File: config.mk
export PLATFORM = sky130hd
export DESIGN_NAME = pipeline_hazard_ctrl_flat
export DESIGN_NICKNAME = d
export VERILOG_FILES = /design/src/rtl/pipeline_hazard_ctrl_if.sv /design/src/rtl/pipeline_hazard_ctrl.sv /design/src/flat_wrapper.sv
export SDC_FILE = /design/constraint.sdc
export NUM_CORES = 1
export LEC_CHECK = 0
export ABC_AREA = 1
export ABC_CLOCK_PERIOD_IN_PS = 2150
export CAP_MARGIN = 0
export CELL_PAD_IN_SITES_DETAIL_PLACEMENT = 0
export CELL_PAD_IN_SITES_GLOBAL_PLACEMENT = 1
export CORE_UTILIZATION = 30
export CTS_CLUSTER_DIAMETER = 30
export DETAILED_ROUTE_END_ITERATION = 12
export PLACE_DENSITY = 0.89
export SYNTH_ARGS = -nofsm -noshare
export SYNTH_HDL_FRONTEND = slang
export SYNTH_SLANG_ARGS = --single-unit
File: constraint.sdc
create_clock -name clk -period 2.15 [get_ports clk]
set_input_delay 0.645 -clock clk [delete_from_list [all_inputs] [get_ports clk]]
set_output_delay 0.645 -clock clk [all_outputs]
set_load 0.005 [all_outputs]
File: src/rtl/pipeline_hazard_ctrl_if.sv
// Hazard-controller bundle: pipeline-stage status in, stage-register controls out.
// The pipeline drives the master side and the hazard controller sits on the slave side.
interface pipeline_hazard_ctrl_if #(
  parameter int unsigned CNT_W = 16
);
  logic             id_valid;
  logic [4:0]       id_rs;
  logic [4:0]       id_rt;
  logic             id_use_rs;
  logic             id_use_rt;
  logic             id_jump;
  logic             ex_valid;
  logic [4:0]       ex_rs;
  logic [4:0]       ex_rt;
  logic [4:0]       ex_rd;
  logic             ex_regwrite;
  logic             ex_memread;
  logic             ex_mul;
  logic [4:0]       mem_rd;
  logic             mem_regwrite;
  logic [4:0]       wb_rd;
  logic             wb_regwrite;

  logic             pc_hold;
  logic             ifid_hold;
  logic             idex_hold;
  logic             idex_bubble;
  logic             exmem_bubble;
  logic             ifid_flush;
  logic [1:0]       fwd_a;
  logic [1:0]       fwd_b;
  logic [CNT_W-1:0] stall_cnt;

  modport master (
    output id_valid, id_rs, id_rt, id_use_rs, id_use_rt, id_jump,
           ex_valid, ex_rs, ex_rt, ex_rd, ex_regwrite, ex_memread, ex_mul,
           mem_rd, mem_regwrite, wb_rd, wb_regwrite,
    input  pc_hold, ifid_hold, idex_hold, idex_bubble, exmem_bubble,
           ifid_flush, fwd_a, fwd_b, stall_cnt
  );

  modport slave (
    input  id_valid, id_rs, id_rt, id_use_rs, id_use_rt, id_jump,
           ex_valid, ex_rs, ex_rt, ex_rd, ex_regwrite, ex_memread, ex_mul,
           mem_rd, mem_regwrite, wb_rd, wb_regwrite,
    output pc_hold, ifid_hold, idex_hold, idex_bubble, exmem_bubble,
           ifid_flush, fwd_a, fwd_b, stall_cnt
  );
endinterface

File: src/rtl/pipeline_hazard_ctrl.sv
// Stall/flush/forward controller for the 5-stage IF/ID/EX/MEM/WB pipeline.
// Define FORWARDING_EN to enable EX operand forwarding (RAW stalls then only on load-use).
module pipeline_hazard_ctrl #(
  parameter int unsigned MUL_LAT = 4,
  parameter int unsigned CNT_W   = 16
) (
  input  logic                 clk,
  input  logic                 reset,
  pipeline_hazard_ctrl_if.slave bus
);

  typedef enum logic {RUN, MUL_WAIT} state_t;

  // A multiply holds for MUL_LAT-1 cycles: the entry cycle in RUN plus MUL_LAT-2
  // cycles of MUL_WAIT, so the wait counter is loaded one lower and exits at 0.
  localparam bit         HAS_MUL_HOLD  = (MUL_LAT > 1);
  localparam bit         HAS_MUL_WAIT  = (MUL_LAT > 2);
  localparam logic [3:0] MUL_WAIT_LOAD = HAS_MUL_WAIT ? 4'(MUL_LAT - 3) : 4'd0;

  state_t           state_q, state_d;
  logic [3:0]       mul_cnt_q, mul_cnt_d;
  logic             mul_done_q, mul_done_d;
  logic             flushed_q, flushed_d;
  logic [CNT_W-1:0] stall_cnt_q, stall_cnt_d;

  logic             mul_start;
  logic             mul_hold;
  logic             raw_hazard;
  logic             raw_stall;
  logic             hold;
  logic             flush;
  logic [1:0]       fwd_a;
  logic [1:0]       fwd_b;

  function automatic logic src_hit(input logic use_src, input logic [4:0] src,
                                   input logic [4:0] dst, input logic dst_we);
    return use_src & (src == dst) & dst_we;
  endfunction

`ifdef FORWARDING_EN
  function automatic logic [1:0] fwd_sel(input logic [4:0] src,
                                         input logic [4:0] m_rd, input logic m_we,
                                         input logic [4:0] w_rd, input logic w_we);
    if (m_we && (m_rd == src)) return 2'b01;
    if (w_we && (w_rd == src)) return 2'b10;
    return 2'b00;
  endfunction
`endif

  always_ff @(posedge clk) begin
    if (reset) begin
      state_q     <= RUN;
      mul_cnt_q   <= '0;
      mul_done_q  <= 1'b0;
      flushed_q   <= 1'b0;
      stall_cnt_q <= '0;
    end else begin
      state_q     <= state_d;
      mul_cnt_q   <= mul_cnt_d;
      mul_done_q  <= mul_done_d;
      flushed_q   <= flushed_d;
      stall_cnt_q <= stall_cnt_d;
    end
  end

  always_comb begin
    state_d    = state_q;
    mul_cnt_d  = mul_cnt_q;
    mul_done_d = 1'b0;
    mul_hold   = 1'b0;
    // mul_done_q masks the release cycle, when the finished MUL still sits in IdEx
    mul_start  = HAS_MUL_HOLD && (state_q == RUN) && bus.ex_valid && bus.ex_mul && !mul_done_q;

    unique case (state_q)
      RUN: begin
        if (mul_start) begin
          mul_hold = 1'b1;
          if (HAS_MUL_WAIT) begin
            state_d   = MUL_WAIT;
            mul_cnt_d = MUL_WAIT_LOAD;
          end else begin
            mul_done_d = 1'b1;
          end
        end
      end
      MUL_WAIT: begin
        mul_hold = 1'b1;
        if (mul_cnt_q == '0) begin
          state_d    = RUN;
          mul_done_d = 1'b1;
        end else begin
          mul_cnt_d = mul_cnt_q - 4'd1;
        end
      end
      default: state_d = RUN;
    endcase

`ifdef FORWARDING_EN
    raw_hazard = bus.id_valid &
                 (src_hit(bus.id_use_rs, bus.id_rs, bus.ex_rd,
                          bus.ex_valid & bus.ex_memread & bus.ex_regwrite) |
                  src_hit(bus.id_use_rt, bus.id_rt, bus.ex_rd,
                          bus.ex_valid & bus.ex_memread & bus.ex_regwrite));
`else
    raw_hazard = bus.id_valid &
                 (src_hit(bus.id_use_rs, bus.id_rs, bus.ex_rd, bus.ex_valid & bus.ex_regwrite) |
                  src_hit(bus.id_use_rs, bus.id_rs, bus.mem_rd, bus.mem_regwrite) |
                  src_hit(bus.id_use_rs, bus.id_rs, bus.wb_rd, bus.wb_regwrite) |
                  src_hit(bus.id_use_rt, bus.id_rt, bus.ex_rd, bus.ex_valid & bus.ex_regwrite) |
                  src_hit(bus.id_use_rt, bus.id_rt, bus.mem_rd, bus.mem_regwrite) |
                  src_hit(bus.id_use_rt, bus.id_rt, bus.wb_rd, bus.wb_regwrite));
`endif

    raw_stall = raw_hazard & ~mul_hold;
    hold      = mul_hold | raw_stall;
    // A held jump flushes once on release; the slot after a flush is already a NOP
    flush     = ~hold & bus.id_valid & bus.id_jump & ~flushed_q;
    flushed_d = flush;

    stall_cnt_d = stall_cnt_q;
    if (hold && (stall_cnt_q != '1)) begin
      stall_cnt_d = stall_cnt_q + 1'b1;
    end

    fwd_a = '0;
    fwd_b = '0;
`ifdef FORWARDING_EN
    if (!mul_hold) begin
      fwd_a = fwd_sel(bus.ex_rs, bus.mem_rd, bus.mem_regwrite, bus.wb_rd, bus.wb_regwrite);
      fwd_b = fwd_sel(bus.ex_rt, bus.mem_rd, bus.mem_regwrite, bus.wb_rd, bus.wb_regwrite);
    end
`endif

    bus.pc_hold      = ~reset & hold;
    bus.ifid_hold    = ~reset & hold;
    bus.idex_hold    = ~reset & mul_hold;
    bus.idex_bubble  = ~reset & raw_stall;
    bus.exmem_bubble = ~reset & mul_hold;
    bus.ifid_flush   = ~reset & flush;
    bus.fwd_a        = reset ? 2'b00 : fwd_a;
    bus.fwd_b        = reset ? 2'b00 : fwd_b;
    bus.stall_cnt    = reset ? '0 : stall_cnt_q;
  end

endmodule

File: src/flat_wrapper.sv
// flat-port wrapper written by rule: the top's interface ports become plain ports
module pipeline_hazard_ctrl_flat 
#(
  parameter int unsigned MUL_LAT = 4,
  parameter int unsigned CNT_W   = 16
)
  (clk, reset, bus_id_valid, bus_id_rs, bus_id_rt, bus_id_use_rs, bus_id_use_rt, bus_id_jump, bus_ex_valid, bus_ex_rs, bus_ex_rt, bus_ex_rd, bus_ex_regwrite, bus_ex_memread, bus_ex_mul, bus_mem_rd, bus_mem_regwrite, bus_wb_rd, bus_wb_regwrite, bus_pc_hold, bus_ifid_hold, bus_idex_hold, bus_idex_bubble, bus_exmem_bubble, bus_ifid_flush, bus_fwd_a, bus_fwd_b, bus_stall_cnt);
  pipeline_hazard_ctrl_if #(.CNT_W(CNT_W)) bus_i ();
  input  logic clk;
  input  logic reset;
  input wire logic [$bits(bus_i.id_valid)-1:0] bus_id_valid;
  input wire logic [$bits(bus_i.id_rs)-1:0] bus_id_rs;
  input wire logic [$bits(bus_i.id_rt)-1:0] bus_id_rt;
  input wire logic [$bits(bus_i.id_use_rs)-1:0] bus_id_use_rs;
  input wire logic [$bits(bus_i.id_use_rt)-1:0] bus_id_use_rt;
  input wire logic [$bits(bus_i.id_jump)-1:0] bus_id_jump;
  input wire logic [$bits(bus_i.ex_valid)-1:0] bus_ex_valid;
  input wire logic [$bits(bus_i.ex_rs)-1:0] bus_ex_rs;
  input wire logic [$bits(bus_i.ex_rt)-1:0] bus_ex_rt;
  input wire logic [$bits(bus_i.ex_rd)-1:0] bus_ex_rd;
  input wire logic [$bits(bus_i.ex_regwrite)-1:0] bus_ex_regwrite;
  input wire logic [$bits(bus_i.ex_memread)-1:0] bus_ex_memread;
  input wire logic [$bits(bus_i.ex_mul)-1:0] bus_ex_mul;
  input wire logic [$bits(bus_i.mem_rd)-1:0] bus_mem_rd;
  input wire logic [$bits(bus_i.mem_regwrite)-1:0] bus_mem_regwrite;
  input wire logic [$bits(bus_i.wb_rd)-1:0] bus_wb_rd;
  input wire logic [$bits(bus_i.wb_regwrite)-1:0] bus_wb_regwrite;
  output wire logic [$bits(bus_i.pc_hold)-1:0] bus_pc_hold;
  output wire logic [$bits(bus_i.ifid_hold)-1:0] bus_ifid_hold;
  output wire logic [$bits(bus_i.idex_hold)-1:0] bus_idex_hold;
  output wire logic [$bits(bus_i.idex_bubble)-1:0] bus_idex_bubble;
  output wire logic [$bits(bus_i.exmem_bubble)-1:0] bus_exmem_bubble;
  output wire logic [$bits(bus_i.ifid_flush)-1:0] bus_ifid_flush;
  output wire logic [$bits(bus_i.fwd_a)-1:0] bus_fwd_a;
  output wire logic [$bits(bus_i.fwd_b)-1:0] bus_fwd_b;
  output wire logic [$bits(bus_i.stall_cnt)-1:0] bus_stall_cnt;
  assign bus_i.id_valid = bus_id_valid;
  assign bus_i.id_rs = bus_id_rs;
  assign bus_i.id_rt = bus_id_rt;
  assign bus_i.id_use_rs = bus_id_use_rs;
  assign bus_i.id_use_rt = bus_id_use_rt;
  assign bus_i.id_jump = bus_id_jump;
  assign bus_i.ex_valid = bus_ex_valid;
  assign bus_i.ex_rs = bus_ex_rs;
  assign bus_i.ex_rt = bus_ex_rt;
  assign bus_i.ex_rd = bus_ex_rd;
  assign bus_i.ex_regwrite = bus_ex_regwrite;
  assign bus_i.ex_memread = bus_ex_memread;
  assign bus_i.ex_mul = bus_ex_mul;
  assign bus_i.mem_rd = bus_mem_rd;
  assign bus_i.mem_regwrite = bus_mem_regwrite;
  assign bus_i.wb_rd = bus_wb_rd;
  assign bus_i.wb_regwrite = bus_wb_regwrite;
  assign bus_pc_hold = bus_i.pc_hold;
  assign bus_ifid_hold = bus_i.ifid_hold;
  assign bus_idex_hold = bus_i.idex_hold;
  assign bus_idex_bubble = bus_i.idex_bubble;
  assign bus_exmem_bubble = bus_i.exmem_bubble;
  assign bus_ifid_flush = bus_i.ifid_flush;
  assign bus_fwd_a = bus_i.fwd_a;
  assign bus_fwd_b = bus_i.fwd_b;
  assign bus_stall_cnt = bus_i.stall_cnt;
  pipeline_hazard_ctrl #(.MUL_LAT(MUL_LAT), .CNT_W(CNT_W)) u_core (.clk(clk), .reset(reset), .bus(bus_i));
endmodule
==> results.env, run 1 <==
RUN_STATUS='complete, but fails checks'
FAILED_CHECKS='setup timing'
WORST_EP_REQUIRED_TIME_NS=1.50
DIE-AREA_UM2=7310
FIN_NETS=475
CRIT_FANOUT=5
FRACTION_OF_LAYOUT_INSTANCES_USING_A_DRIVE_STRENGTH_ABOVE_1_PCT=37.6
FINAL-MAX-SLEW-VIOLATION-COUNT=0
TIMING.CLOCK.SKEW_NS=0.00280
HP-CLASS='reg -> reg'
DRTANTENNAVIOLNETS=0
WIRELENGTH_UM=5580
CRITICAL_PATH_CLASS='in -> out'
CRITPATHLAUNCH='bus_id_rt[1]'
REG2REG_DEPTH=9
GRT_USE_TOTAL_PCT=16.0
GRT_ANTENNA_BEFORE_REPAIR=0
DIODES=0
CORE.ROWCOUNT=30
CLOCK_TREE.HTREE_LEVEL_COUNT=1
INTERNAL-POWER_mW=0.759
HPWLAFTERDP_UM=4370
YOSYSWARNINGCOUNT=0
TRITONCTS_CLOCK_TREE='built'
NUMCTSBUFFERS=3
CRIT_PATH_SETUP_SLACK_LAYOUT_NS=-0.284
MAXCAPVIOLATIONS=0
MAX_FREQ_MHz=411
GLOBALPLACE.CONGESTION=0.919
WORST-R2R-SETUP-SLACK_NS=0.39
PLACED_AREA_UM2=2820
PWR-SHARE-SEQ_PCT=40.3
WORSTSKEWPAIRLATENCY_NS=0.26
P_COMB_SHARE_PCT=35.6
DIE_Y_UM=85.5
IOPINCOUNT=73
VIA_COUNT=2316
DRC=0
TIME_THE_FINAL_WORST_PATH_NEEDS_WITH_I_O_DELAYS_AND_SETUP_NS=2.43
YS_FF_LATCH=23
STDCELL_AREA_UM2=3030
SYN-INSTANCE-COUNT=350
LAYOUT.CELLS.MOST_COMMON_LIST='89 x nand2_1, 44 x nor2_1, 28 x nand2_2'
IR_DROP_V=0.000210
CLK_PIN_SLEW_NS=0.08
SETUP_VIOLATING_ENDPOINT_COUNT_IN_THE_FINAL_REPORT=4
PERIOD_SHARE_PCT=113
YOSYSSEQAREASHARE_PCT=22.0
WORST_R2R_STARTPOINT='u_core.stall_cnt_q[1]'
INITIALDRTVIOLATIONCOUNT=42
DESIGN.CORE.AREA_UM2=6760
REG2REG_TO='u_core.stall_cnt_q[3]'
DRT-VIAS-PER-INSTANCE=4.59
POSTSYNTHAREAPERCELL_UM2=5.97
MOSTFREQUENTLAYOUTCELL='nand2_1'
AREA.GROWTH.SYNTH_TO_FINAL_PCT=44.9
DR.PASS1.ITERS=4
VIAS_IN_THE_FIRST_GLOBAL_ROUTE=2237
SW_FRAC_OF_TOTAL_PCT=32.2
LEAKAGEPOWER_nW=1.51
CLK_ROOT_BUFFER_CELL='clkbuf_8'
CLOCK_TREE.BUFFER_DEPTH=2
SWITCHINGPOWER_mW=0.360
CHIPWIDTH_UM=85.5
CRIT_PATH_END_KIND='output pin'
GLOBALROUTE.TOTALOVERFLOW=0
DRT-WIRELENGTH-PER-CELL_UM=11.0
WORST_EP_ARRIVAL_TIME_NS=1.79
GRT_MAX_DEGREE=15
TIMING.CRITICAL_PATH.TO='bus_ifid_hold'
FIN_CELLS=505
CRIT_PATH_START_KIND='input pin'
FINALHOLDVIOLCOUNT=0
SYN-CELL-AREA_UM2=2090
LAYOUT.FILLER_CELLS=734
IO_BUFFER_COUNT=57
FIN_SETUP_TNS_NS=-0.999
GRT_FIRST_PASS_WIRELENGTH_UM=9690
POWER.DENSITY_nW_PER_UM2=369
PLACED_CELLS_INCL_TAPS=495
INITIAL_UTILIZATION_PCT=30.9
SINKS_ON_CLOCK_NET=23
YOSYSUNIQUECELLTYPES=32
PWR-SHARE-CLK_PCT=24.1
GRT_SETUP_UNREPAIRED='yes'
-- cell usage after synthesis, drive strengths merged --
master	count	share of area, %
a21oi	20	6.6
and3	3	0.90
buf	10	4.4
clkbuf	3	0.54
clkinv	1	0.18
conb	1	0.18
dfxtp	23	22
ha	2	1.2
inv	54	9.7
nand2	120	23
nand3	27	8.9
nand4	5	2.5
nor2	52	9.8
nor3	10	2.9
nor4	1	0.30
o21ai	5	1.2
o22ai	1	0.30
xor2	12	5.0
-- cell type report --
class	count	area [um^2]	area share, %
multi-input combinational	262	1440	47.4
sequential	23	460	15.2
clock buffer	3	41.3	1.36
clock inverter	1	5.00	0.165
inverter	55	229	7.56
timing repair buffer	81	758	25.0
tap	80	100	3.30
-- repair_timing --
| item | CTS | global route |
|---|---|---|
| setup endpoints to repair | 38 | 7 |
| pin swaps | 44 | 36 |
| gates resized for setup | 229 | 41 |
| hold buffers | 0 | 0 |
| setup buffers | 10 | 1 |
-- kinds of logic (layout without fill, tap and decap cells) --
logic type	Yosys count	in the layout	share of synthesized area (%)
xor gates and xnor gates	12	12	5.03
and+or+nand+nor	218	218	48.7
other	1	4	0.179
buffers and inverters	68	140	14.8
adders and majority gates	2	2	1.20
AOI/OAI and AO/OA	26	26	8.08
DFF	23	23	22.0
-- power by group through the flow --
stage,Clock [mW],Sequential [mW],Combinational (mW)
3_3_place_gp,0,0.460,0.351
6_report,0.270,0.451,0.399
4_1_cts,0.277,0.451,0.381
3_5_place_dp,0,0.461,0.353
5_1_grt,0.298,0.453,0.441
2_1_floorplan,0,0.459,0.199
-- worst max-delay path, stage by stage --
cell     delay [ns]
buf_8          0.09
inv_4          0.03
nand2_2        0.05
nand2_2        0.07
nor2_4         0.13
nand3_2        0.08
nand2_1        0.08
nand2_1        0.07
nand3_2        0.11
nand2_4        0.06
buf_4          0.14
a21oi_4        0.12
buf_2          0.13
-- state kept, by name, indices dropped and copies added, names as in the netlist --
name	count
u_core.mul_done_q	1
u_core.mul_cnt_q	4
u_core.stall_cnt_q	16
u_core.flushed_q	1
u_core.state_q	1
-- stage by stage --
step / util, % / power, mW / hold WS [ns] / worst slack [ns]
2_1_floorplan: - / 0.658 / 0.399 / 0.0314
3_3_place_gp: 41.8 / 0.810 / 0.410 / -1.13
3_5_place_dp: 41.8 / 0.813 / 0.416 / -1.13
4_1_cts: 43.7 / 1.11 / 0.434 / -0.334
5_1_grt: 44.8 / 1.19 / 0.452 / -0.363
6_report: 44.8 / 1.12 / 0.440 / -0.284
-- per-layer routing --
metal	GRT usage (%)	part of all wire (%)	up-vias
met2	28.9	48	58
met1	19.6	45	1028
met4	5.00	1.7	0
met5	0	0	-
met3	2.33	4.7	8
li1	-	-	1222
-- how the worst min path moves through the flow --
stage | start | to | slack [ns] | cells past startpoint
global route | u_core.flushed_q | u_core.flushed_q | 0.45 | 1
detailed placement | u_core.flushed_q | u_core.flushed_q | 0.42 | 1
finish | u_core.flushed_q | u_core.flushed_q | 0.44 | 1
global placement | u_core.flushed_q | u_core.flushed_q | 0.41 | 1
floorplan | u_core.flushed_q | u_core.flushed_q | 0.40 | 1
CTS | u_core.flushed_q | u_core.flushed_q | 0.43 | 1
Note: power is estimated with default switching activity, not from simulation.
==> run 2, diff against run 1 <==
--- a/config.mk
+++ b/config.mk
@@ -14,6 +14,7 @@
 export CTS_CLUSTER_DIAMETER = 30
 export DETAILED_ROUTE_END_ITERATION = 12
 export PLACE_DENSITY = 0.89
+export SLEW_MARGIN = 10
 export SYNTH_ARGS = -nofsm -noshare
 export SYNTH_HDL_FRONTEND = slang
 export SYNTH_SLANG_ARGS = --single-unit
==> results of run 2 <==
The final DEF is identical to that of run 1; final timing and power are the same.
